==> src/rtl/alien_fleet_ctrl_if.sv <==
// Bullet-hit kill handshake and per-pixel "alien here" query between the
// playfield logic and the fleet controller.
interface alien_fleet_ctrl_if #(
    parameter int ROWS = 3,
    parameter int COLS = 8
);
    logic                      hit_req;
    logic [$clog2(ROWS)-1:0]   hit_row;
    logic [$clog2(COLS)-1:0]   hit_col;
    logic                      hit_ack;
    logic                      hit_kill;
    logic [9:0]                pix_x;
    logic [9:0]                pix_y;
    logic                      alien_on;

    modport master (
        output hit_req, hit_row, hit_col, pix_x, pix_y,
        input  hit_ack, hit_kill, alien_on
    );

    modport slave (
        input  hit_req, hit_row, hit_col, pix_x, pix_y,
        output hit_ack, hit_kill, alien_on
    );
endinterface

==> src/rtl/alien_fleet_ctrl.sv <==
// Alien formation sequencer: march scheduling with frame-aligned commits,
// kill handshake, and a registered per-pixel occupancy query.
module alien_fleet_ctrl #(
    parameter int ROWS       = 3,
    parameter int COLS       = 8,
    parameter int CELL_W     = 32,
    parameter int CELL_H     = 32,
    parameter int SPR_W      = 16,
    parameter int SPR_H      = 16,
    parameter int STEP_X     = 4,
    parameter int STEP_Y     = 8,
    parameter int STEP_TICKS = 30,
    parameter int X_START    = 208,
    parameter int Y_START    = 71,
    parameter int X_MIN      = 144,
    parameter int X_MAX      = 784,
    parameter int Y_LIMIT    = 471
) (
    input  logic                   clk,
    input  logic                   rst_n,
    input  logic                   game_tick,
    input  logic                   frame_start,
    input  logic                   start,
    alien_fleet_ctrl_if.slave      bus,
    output logic [9:0]             fleet_x,
    output logic [9:0]             fleet_y,
    output logic [ROWS*COLS-1:0]   alive,
    output logic                   dir_right,
    output logic                   all_dead,
    output logic                   landed
);
    localparam int N      = ROWS * COLS;
    localparam int IW     = $clog2(N);
    localparam int RW     = $clog2(ROWS);
    localparam int CLW    = $clog2(COLS);
    localparam int TW     = $clog2(STEP_TICKS);
    localparam int CW_LOG = $clog2(CELL_W);
    localparam int CH_LOG = $clog2(CELL_H);
    localparam int QCW    = 10 - CW_LOG;
    localparam int QRW    = 10 - CH_LOG;

    typedef enum logic [1:0] {IDLE, CHECK, PEND, HALT} state_t;

    state_t         state_reg, state_next;
    logic [9:0]     fx_reg, fy_reg, nx_reg, ny_reg;
    logic           dir_reg, ndir_reg;
    logic [RW-1:0]  nb_reg;
    logic [N-1:0]   alive_reg, alive_next;
    logic [TW-1:0]  tick_reg;
    logic           hit_ack_reg, hit_kill_reg, busy_reg, landed_reg, alien_on_reg;

    // Column/row occupancy of the bitmap.
    logic [N-1:0]    alive_t;
    logic [COLS-1:0] col_any;
    logic [ROWS-1:0] row_any;

    for (genvar gi = 0; gi < ROWS; gi++) begin : g_row
        assign row_any[gi] = |alive_reg[gi*COLS +: COLS];
        for (genvar gj = 0; gj < COLS; gj++) begin : g_col
            assign alive_t[gj*ROWS+gi] = alive_reg[gi*COLS+gj];
        end
    end

    for (genvar gi = 0; gi < COLS; gi++) begin : g_col_any
        assign col_any[gi] = |alive_t[gi*ROWS +: ROWS];
    end

    logic [CLW-1:0] l_col, r_col;
    logic [RW-1:0]  b_row;

    always_comb begin
        l_col = '0;
        r_col = '0;
        b_row = '0;
        for (int c = COLS-1; c >= 0; c--) if (col_any[c]) l_col = CLW'(c);
        for (int c = 0; c < COLS; c++)    if (col_any[c]) r_col = CLW'(c);
        for (int r = 0; r < ROWS; r++)    if (row_any[r]) b_row = RW'(r);
    end

    logic [10:0] right_edge, left_edge, land_sum;
    logic        descend, landing;
    logic [9:0]  nx_calc, ny_calc;
    logic        ndir_calc;

    always_comb begin
        right_edge = {1'b0, fx_reg} + (11'(r_col) << CW_LOG) + 11'(SPR_W) + 11'(STEP_X);
        left_edge  = {1'b0, fx_reg} + (11'(l_col) << CW_LOG);
        descend    = dir_reg ? (right_edge > 11'(X_MAX)) : (left_edge < 11'(X_MIN + STEP_X));
        nx_calc    = descend ? fx_reg : (dir_reg ? fx_reg + 10'(STEP_X) : fx_reg - 10'(STEP_X));
        ny_calc    = descend ? fy_reg + 10'(STEP_Y) : fy_reg;
        ndir_calc  = descend ? ~dir_reg : dir_reg;
        land_sum   = {1'b0, ny_reg} + (11'(nb_reg) << CH_LOG) + 11'(SPR_H);
        landing    = land_sum >= 11'(Y_LIMIT);
    end

    logic step_due, commit;
    assign step_due = game_tick && (state_reg != HALT) && (tick_reg == TW'(STEP_TICKS - 1));
    assign all_dead = ~|alive_reg;

    always_comb begin
        state_next = state_reg;
        commit     = 1'b0;
        case (state_reg)
            IDLE:  if (all_dead || landed_reg) state_next = HALT;
                   else if (step_due)          state_next = CHECK;
            CHECK: state_next = PEND;
            PEND:  if (frame_start) begin
                       commit     = 1'b1;
                       state_next = IDLE;
                   end
            default: state_next = HALT;
        endcase
    end

    // busy_reg tracks the previous hit_req so one held request is served once.
    logic          accept, kill_next, idx_ok;
    logic [IW-1:0] hit_idx;

    always_comb begin
        hit_idx    = IW'(bus.hit_row) * IW'(COLS) + IW'(bus.hit_col);
        idx_ok     = hit_idx < IW'(N);
        accept     = bus.hit_req && !busy_reg;
        alive_next = alive_reg;
        kill_next  = 1'b0;
        if (accept && state_reg != HALT && idx_ok) begin
            kill_next           = alive_reg[hit_idx];
            alive_next[hit_idx] = 1'b0;
        end
    end

    logic [9:0]     dx, dy, q_idx;
    logic [QCW-1:0] q_col;
    logic [QRW-1:0] q_row;
    logic           q_in, on_next;

    always_comb begin
        dx      = bus.pix_x - fx_reg;
        dy      = bus.pix_y - fy_reg;
        q_col   = dx[9:CW_LOG];
        q_row   = dy[9:CH_LOG];
        q_in    = (bus.pix_x >= fx_reg) && (bus.pix_y >= fy_reg) &&
                  (q_col < QCW'(COLS)) && (q_row < QRW'(ROWS)) &&
                  (dx[CW_LOG-1:0] < CW_LOG'(SPR_W)) && (dy[CH_LOG-1:0] < CH_LOG'(SPR_H));
        q_idx   = 10'(q_row) * 10'(COLS) + 10'(q_col);
        on_next = q_in && (q_idx < 10'(N)) && alive_reg[q_idx[IW-1:0]];
    end

    always_ff @(posedge clk or negedge rst_n) begin
        if (!rst_n) begin
            state_reg    <= IDLE;
            fx_reg       <= 10'(X_START);
            fy_reg       <= 10'(Y_START);
            dir_reg      <= 1'b1;
            alive_reg    <= '1;
            tick_reg     <= '0;
            nx_reg       <= '0;
            ny_reg       <= '0;
            ndir_reg     <= 1'b0;
            nb_reg       <= '0;
            hit_ack_reg  <= 1'b0;
            hit_kill_reg <= 1'b0;
            busy_reg     <= 1'b0;
            landed_reg   <= 1'b0;
            alien_on_reg <= 1'b0;
        end else if (start) begin
            state_reg    <= IDLE;
            fx_reg       <= 10'(X_START);
            fy_reg       <= 10'(Y_START);
            dir_reg      <= 1'b1;
            alive_reg    <= '1;
            tick_reg     <= '0;
            hit_ack_reg  <= 1'b0;
            hit_kill_reg <= 1'b0;
            busy_reg     <= 1'b0;
            landed_reg   <= 1'b0;
            alien_on_reg <= 1'b0;
        end else begin
            state_reg <= state_next;
            if (game_tick && state_reg != HALT)
                tick_reg <= step_due ? '0 : tick_reg + TW'(1);
            if (state_reg == CHECK) begin
                nx_reg   <= nx_calc;
                ny_reg   <= ny_calc;
                ndir_reg <= ndir_calc;
                nb_reg   <= b_row;
            end
            if (commit) begin
                fx_reg     <= nx_reg;
                fy_reg     <= ny_reg;
                dir_reg    <= ndir_reg;
                landed_reg <= landed_reg | landing;
            end
            alive_reg    <= alive_next;
            hit_ack_reg  <= accept;
            hit_kill_reg <= kill_next;
            busy_reg     <= bus.hit_req;
            alien_on_reg <= on_next;
        end
    end

    assign fleet_x      = fx_reg;
    assign fleet_y      = fy_reg;
    assign dir_right    = dir_reg;
    assign alive        = alive_reg;
    assign landed       = landed_reg;
    assign bus.hit_ack  = hit_ack_reg;
    assign bus.hit_kill = hit_kill_reg;
    assign bus.alien_on = alien_on_reg;
endmodule
==> src/flat_wrapper.sv <==
// flat-port wrapper written by rule: the top's interface ports become plain ports
module alien_fleet_ctrl_flat 
#(
    parameter int ROWS       = 3,
    parameter int COLS       = 8,
    parameter int CELL_W     = 32,
    parameter int CELL_H     = 32,
    parameter int SPR_W      = 16,
    parameter int SPR_H      = 16,
    parameter int STEP_X     = 4,
    parameter int STEP_Y     = 8,
    parameter int STEP_TICKS = 30,
    parameter int X_START    = 208,
    parameter int Y_START    = 71,
    parameter int X_MIN      = 144,
    parameter int X_MAX      = 784,
    parameter int Y_LIMIT    = 471
)
  (clk, rst_n, game_tick, frame_start, start, fleet_x, fleet_y, alive, dir_right, all_dead, landed, bus_hit_req, bus_hit_row, bus_hit_col, bus_pix_x, bus_pix_y, bus_hit_ack, bus_hit_kill, bus_alien_on);
  alien_fleet_ctrl_if #(.ROWS(ROWS), .COLS(COLS)) bus_i ();
  input  logic clk;
  input  logic rst_n;
  input  logic game_tick;
  input  logic frame_start;
  input  logic start;
  output logic [9:0] fleet_x;
  output logic [9:0] fleet_y;
  output logic [ROWS*COLS-1:0] alive;
  output logic dir_right;
  output logic all_dead;
  output logic landed;
  input wire logic [$bits(bus_i.hit_req)-1:0] bus_hit_req;
  input wire logic [$bits(bus_i.hit_row)-1:0] bus_hit_row;
  input wire logic [$bits(bus_i.hit_col)-1:0] bus_hit_col;
  input wire logic [$bits(bus_i.pix_x)-1:0] bus_pix_x;
  input wire logic [$bits(bus_i.pix_y)-1:0] bus_pix_y;
  output wire logic [$bits(bus_i.hit_ack)-1:0] bus_hit_ack;
  output wire logic [$bits(bus_i.hit_kill)-1:0] bus_hit_kill;
  output wire logic [$bits(bus_i.alien_on)-1:0] bus_alien_on;
  assign bus_i.hit_req = bus_hit_req;
  assign bus_i.hit_row = bus_hit_row;
  assign bus_i.hit_col = bus_hit_col;
  assign bus_i.pix_x = bus_pix_x;
  assign bus_i.pix_y = bus_pix_y;
  assign bus_hit_ack = bus_i.hit_ack;
  assign bus_hit_kill = bus_i.hit_kill;
  assign bus_alien_on = bus_i.alien_on;
  alien_fleet_ctrl #(.ROWS(ROWS), .COLS(COLS), .CELL_W(CELL_W), .CELL_H(CELL_H), .SPR_W(SPR_W), .SPR_H(SPR_H), .STEP_X(STEP_X), .STEP_Y(STEP_Y), .STEP_TICKS(STEP_TICKS), .X_START(X_START), .Y_START(Y_START), .X_MIN(X_MIN), .X_MAX(X_MAX), .Y_LIMIT(Y_LIMIT)) u_core (.clk(clk), .rst_n(rst_n), .game_tick(game_tick), .frame_start(frame_start), .start(start), .bus(bus_i), .fleet_x(fleet_x), .fleet_y(fleet_y), .alive(alive), .dir_right(dir_right), .all_dead(all_dead), .landed(landed));
endmodule
==> config.mk <==
export PLATFORM = sky130hd
export DESIGN_NAME = alien_fleet_ctrl_flat
export DESIGN_NICKNAME = d
export VERILOG_FILES = /design/src/rtl/alien_fleet_ctrl_if.sv /design/src/rtl/alien_fleet_ctrl.sv /design/src/flat_wrapper.sv
export SDC_FILE = /design/constraint.sdc
export NUM_CORES = 1
export LEC_CHECK = 0
export ABC_AREA = 1
export BUFFER_PORTS_ARGS = -buffer_cell sky130_fd_sc_hd__buf_2
export CAP_MARGIN = 5
export CORE_UTILIZATION = 26
export DETAILED_ROUTE_END_ITERATION = 12
export PLACE_DENSITY_LB_ADDON = 0.25
export SETUP_SLACK_MARGIN = 0.05
export SKIP_LAST_GASP = 1
export SLEW_MARGIN = 30
export SYNTH_ARGS = -nofsm -noshare
export SYNTH_HDL_FRONTEND = slang
export SYNTH_SLANG_ARGS = --single-unit
==> constraint.sdc <==
create_clock -name clk -period 2.7 [get_ports clk]
set_input_delay 0.405 -clock clk [delete_from_list [all_inputs] [get_ports clk]]
set_output_delay 0.405 -clock clk [all_outputs]
set_load 0.005 [all_outputs]
# ---- After elaboration in Yosys (flattened, before gate mapping)
# Index checks and enable logic that the tools add are counted.
dict set report op_classes {
  addsub 14
  mul 0
  div 0
  order_cmp 14
  n_eq_ne 6
  n_shift 0
  mux 53
  n_bitwise 5
  reduce_logical 33
}
# op n
set op_table {}
lappend op_table {{2-to-1 mux 10 bit} 7}
lappend op_table {{2-to-1 mux 24 bit} 2}
lappend op_table {{2-to-1 mux 3 bit} 12}
lappend op_table {{AND 24 bit} 1}
lappend op_table {{inverter 24 bit} 1}
lappend op_table {{OR reduction 24 bit} 1}
lappend op_table {{OR reduction 3 bit} 8}
lappend op_table {{adder 10 x 8 -> 11 bit} 2}
lappend op_table {{adder 11 x 5 -> 11 bit, second input constant} 2}
lappend op_table {{greater-or-equal comparator 10 bit} 2}
lappend op_table {{subtractor 10 bit} 2}
lappend op_table {{2-to-1 mux 1 bit} 18}
lappend op_table {{OR reduction 8 bit} 2}
lappend op_table {{< comparator 5 bit, second input constant} 3}
lappend op_table {{2-to-1 mux 5 bit} 3}
lappend op_table {{2-to-1 mux 2 bit} 7}
lappend op_table {{logical AND 1 bit} 13}
lappend op_table {{< comparator 5 x 6 -> 1 bit, second input constant} 2}
lappend op_table {{adder 10 x 7 -> 11 bit} 1}
lappend op_table {{adder 11 x 3 -> 11 bit, second input constant} 1}
lappend op_table {{greater-or-equal comparator 11 x 9 -> 1 bit, second input constant} 1}
lappend op_table {{> comparator 11 x 10 -> 1 bit, second input constant} 1}
lappend op_table {{< comparator 11 x 8 -> 1 bit, second input constant} 1}
lappend op_table {{adder 10 x 3 -> 10 bit, second input constant} 1}
lappend op_table {{other kinds (25)} 31}
dict set report word_totals {
  regBits 80
  latch_bits 0
  ramBits 0
  romBits 0
  output_inout_bits 50
  elab_cells 140
  memories 0
}

# ---- Longest topological paths before layout
dict set report logic_depth {
  ltp_word 14
  mapped_depth 25
}

# ---- Least setup slack after synthesis
# OpenSTA, ideal clock, no wires.
dict set report synth_timing {
  kind {flip-flop to flip-flop}
  startpoint {register u_core.fx_reg[4], in the netlist u_core.fleet_x[4]}
  endpoint {register u_core.alien_on_reg, in the netlist u_core.bus.alien_on}
  arrival_ns 2.862
  required_ns 2.629
  path_slack_ns -0.233
  path_stages_with_launch 20
  n_path_buf 0
  synth_period_minus_slack_ns 2.933
  cell_sequence {dfstp_2 > inv_1 > ha_1 > a21oi_2 > nand2_1 > nand2_1 > nand3_1 > nand2_1 > nand2_1 > fa_1 > inv_1 > a21oi_1 > nand3_1 > nor2_1 > nand3_1 > nor2_1 > nand4_1 > nor2_1 > nand2_1 > nor2_1}
}
dict set report synth_between {
  elab_chain_len 9
  word_cells_on_any_way 16
  cone_classes {add/sub: 2; order compare: 4; mux: 3; reduce/logical: 7}
}
# item line_no
set synth_lines {}
lappend synth_lines {{from (decl)} alien_fleet_ctrl.sv:45} ;# logic [9:0] fx_reg, fy_reg, nx_reg, ny_reg;
lappend synth_lines {{from (signal assigned)} alien_fleet_ctrl.sv:151} ;# fx_reg <= 10'(X_START);
lappend synth_lines {{from (signal assigned)} alien_fleet_ctrl.sv:167} ;# fx_reg <= 10'(X_START);
lappend synth_lines {{from (signal assigned)} alien_fleet_ctrl.sv:188} ;# fx_reg <= nx_reg;
lappend synth_lines {{parallel branches: the longest is 7 deep, another holds subtractor 10 bit} --}
lappend synth_lines {{logical AND 1 bit *} alien_fleet_ctrl.sv:145} ;# on_next = q_in && (q_idx < 10'(N)) && alive_reg[q_idx[IW-1:0]];
lappend synth_lines {{2-to-1 mux 1 bit *} alien_fleet_ctrl.sv:165} ;# end else if (start) begin
lappend synth_lines {{to (signal assigned)} alien_fleet_ctrl.sv:197} ;# alien_on_reg <= on_next;
lappend synth_lines {{to (decl)} alien_fleet_ctrl.sv:50} ;# logic hit_ack_reg, hit_kill_reg, busy_reg, landed_reg, alien_on_reg;
# Mark *: on every way between the ends. The select of a mux whose other input is x is not followed.
# A chain may end at the register's enable or synchronous reset.

# ---- Worst setup path in the final report
dict set report layout_timing {
  startpoint {register u_core.fx_reg[7], in the netlist u_core.fleet_x[7]}
  endpoint {register u_core.alien_on_reg, in the netlist u_core.bus.alien_on}
}
# Same word-level chain as after synthesis.

==> run summary <==
# DRC - 0
CP delay by family, top - adder cells
Yosys warning count - 0
Worst path max stage delay - 0.54 ns
CTS Buffer Depth - 2
Dpl cells - 1,246
Post-synth EDFFs - 0
Worst reg2reg path endpoint - u_core.bus.alien_on
Final ANT Viol Nets - 0
Clk pin slew, worst setup/hold paths - 0.06 ns
Hpwl dp - 14,800 µm
PwrDens - 578 nW/µm²
RR Startpoint - u_core.fleet_x[7]
Slowest cell on crit path - fa_1
Area added between synthesis and finish - 41.1%
Layout cells sized above 1 - 35.3%
Clock root buffer - clkbuf_16
Synthesized flop and latch total - 80
Routed WL - 19,000 µm
Most frequent cells in the layout - nand2_1, inv_1, buf_4, buf_2, nand3_1
Core Util, Final - 37.6%
Slew HR - 52.8%
Post-synth top area cell - dfrtp_1
Most used cell, CP - nor2_1
Starting Density - 26.6%
Post-synthesis cell area - 5830 µm²
Leak - 4.11 nW
DRT iter0 DRCs - 384
Internal power - 3.03 mW
Sequential-to-total area share from yosys stat - 35.1%
Synth top area share - 20.6%
Worst Hold Class - in -> async
Skew-Pair Late Insertion Delay - 0.35 ns
H-Tree Depth - 3
Final WS setup - -0.313 ns
IO Count - 81
CORE AREA - 21,900 µm²
Setup crit start kind - flip-flop
Avg Inst Size Synth - 7.46 µm²
Outcome - finished, violations left
Buffers plus inverters on the worst setup path - 4
Most common cell after layout, fill and taps aside - nand2_1
Post-Synthesis Cells - 781
Drt first pass iters - 5
Hold Slack - 0.0167 ns
Sw frac - 36.3%
P_sw - 1.73 mW
Post-DR wirelength/cell - 15.0 µm
Max Freq - 0.332 GHz
Final period util - 112%
Crit-path cells - inv_2 > ha_4 > nand2_4 > o21a_1 > nand3b_1 > nand2_1 > inv_1 > ha_1 > inv_1 > fa_1 > inv_2 > a21oi_2 > nand3_1 > nor2_1 > nand3_1 > nor2_1 > nand4_1 > nor2_1 > nand2_1 > nor2_1
Port-buffer cells - 80
Slew @ Worst Pin - 0.703 ns
First-pass GRT wire length - 30,400 µm
# setup viols final - 14
Full die area - 23,000 µm²
Finished Layout Cells - 1,269
Top FF cell, synth - dfrtp_1
Failing checks - setup timing
Netlist cell types - 47
Combinational power share - 39.8%
Final Critical Period - 3.01 ns
Vias in the first global route - 5,689
CTS Sinks - 80
GRT Overall Usage - 17.4%
Share of total power in the clock network - 28.4%
Worst vdd ir - 0.332 mV
Post-Syn Nets - 860
Cts bufs inserted - 9
Critical Path AT - 3.29 ns
CTS tree - built
Initial antenna violation count - 0
Largest net degree at the start of global routing - 49
Final Slew Violations - 0
Data required, critical path - 2.98 ns
Via density - 4.68
Setup Skew - 0.00477 ns
Die width - 152 µm
Routed vias - 5,933
Total grt overflow - 0
Final Hold Violating Endpoints - 0
Num rows - 54
Worst Reg-to-Reg Cells - 20
Internal reg-to-reg setup slack - -0.31 ns
Setup CP Type - reg -> reg
Ys async rst share - 100%
Max-cap violation count - 0
Main area contributors after synthesis - dfrtp_1, dfstp_2, nand2_1
Part of the power in registers - 31.8%
Final RePlAce weighted congestion - 0.840
Number of flip-flops under the largest register name - 24
Final #Nets - 1,063
N_diodes - 0
Crit path max fanout - 4
Die height - 152 µm
RSZ-0062 raised after global routing - yes
CP endpoint kind - flip-flop
[cell usage after synthesis, types with 5 or more instances]
master    count
a21oi_1      26
a22oi_1      27
a31oi_1       6
a32oi_1       9
buf_4         5
clkbuf_1     13
dfrtp_1      48
dfstp_2      32
ha_1         44
inv_1       132
nand2_1     172
nand3_1      55
nand4_1      16
nor2_1       53
nor3_1       20
o211ai_1      5
o21ai_0      40
o221ai_1      6
o22ai_1      14
xor2_1        9
[worst max-delay path by stage]
stage | depth (start not counted) | to | start
floorplan | 20 | u_core.bus.alien_on | u_core.fleet_x[6]
global placement | 24 | u_core.bus.alien_on | bus_pix_x[3]
detailed placement | 24 | u_core.bus.alien_on | bus_pix_x[3]
CTS | 21 | u_core.bus.alien_on | u_core.fleet_x[7]
global route | 21 | u_core.bus.alien_on | u_core.fleet_x[4]
finish | 20 | u_core.bus.alien_on | u_core.fleet_x[7]
[per-stage QoR]
step | setup slack, ns | power [mW] | setup TNS, ns | cell area (µm²)
after floorplan | -0.103 | 2.56 | -0.103 | 5900
after global placement | -0.310 | 3.20 | -1.86 | 7510
after detailed placement | -0.406 | 3.21 | -3.22 | 7510
after CTS | -0.265 | 4.70 | -2.44 | 8060
after global routing | -0.553 | 5.09 | -4.40 | 8220
final | -0.313 | 4.75 | -1.16 | 8220
[logic make-up (layout without fill, tap and decap cells)]
kind of cell | after synthesis | count (layout) | synth area share, %
buffers and inverters | 159 | 367 | 10.7
XOR/XNOR | 13 | 13 | 1.95
AND/OR/NAND/NOR | 334 | 334 | 25.4
flip-flops | 80 | 80 | 35.1
adder cells (fa/ha/maj) | 48 | 48 | 10.8
AO/OA/AOI/OAI | 147 | 147 | 16.1
[power groups by stage]
stage	clock, mW	sequential, mW	combinational [mW]
after floorplan	0	1.51	1.04
after global placement	0	1.52	1.68
after detailed placement	0	1.52	1.69
after CTS	1.37	1.51	1.83
after global routing	1.44	1.53	2.13
final	1.35	1.51	1.89
[area by class of cell]
class,count,area (µm²)
multi-input cells,542,3500
fillers,2329,13700
clock inverters,6,82.6
inverters,138,531
repair inverters,1,7.51
clock buffers,10,239
well taps,280,350
repair buffers,212,1460
flip-flops and latches,80,2040
[timing repair]
action	in CTS	in global routing
resized for setup	57	44
hold buffers	0	0
gates cloned	2	0
setup buffers	4	1
endpoints found under the setup margin	17	17
pin swaps	14	21
[metal layers]
layer | track usage, % | up-vias | wire length [µm]
li1 | - | 3020 | -
met5 | 0 | - | 0
met2 | 27.3 | 133 | 8570
met1 | 24.4 | 2764 | 9310
met3 | 2.99 | 16 | 807
met4 | 5.05 | 0 | 303
[worst reg2reg max path, stage by stage, from the launching register on]
cell and delay [ns]:
dfstp_2 0.53, inv_2 0.05, ha_4 0.30, nand2_4 0.07
o21a_1 0.21, nand3b_1 0.08, nand2_1 0.07, inv_1 0.06
ha_1 0.14, inv_1 0.05, fa_1 0.54, inv_2 0.05
a21oi_2 0.11, nand3_1 0.09, nor2_1 0.11, nand3_1 0.08
nor2_1 0.08, nand4_1 0.08, nor2_1 0.11, nand2_1 0.05
nor2_1 0.09
(Power assumes the default switching activity.)
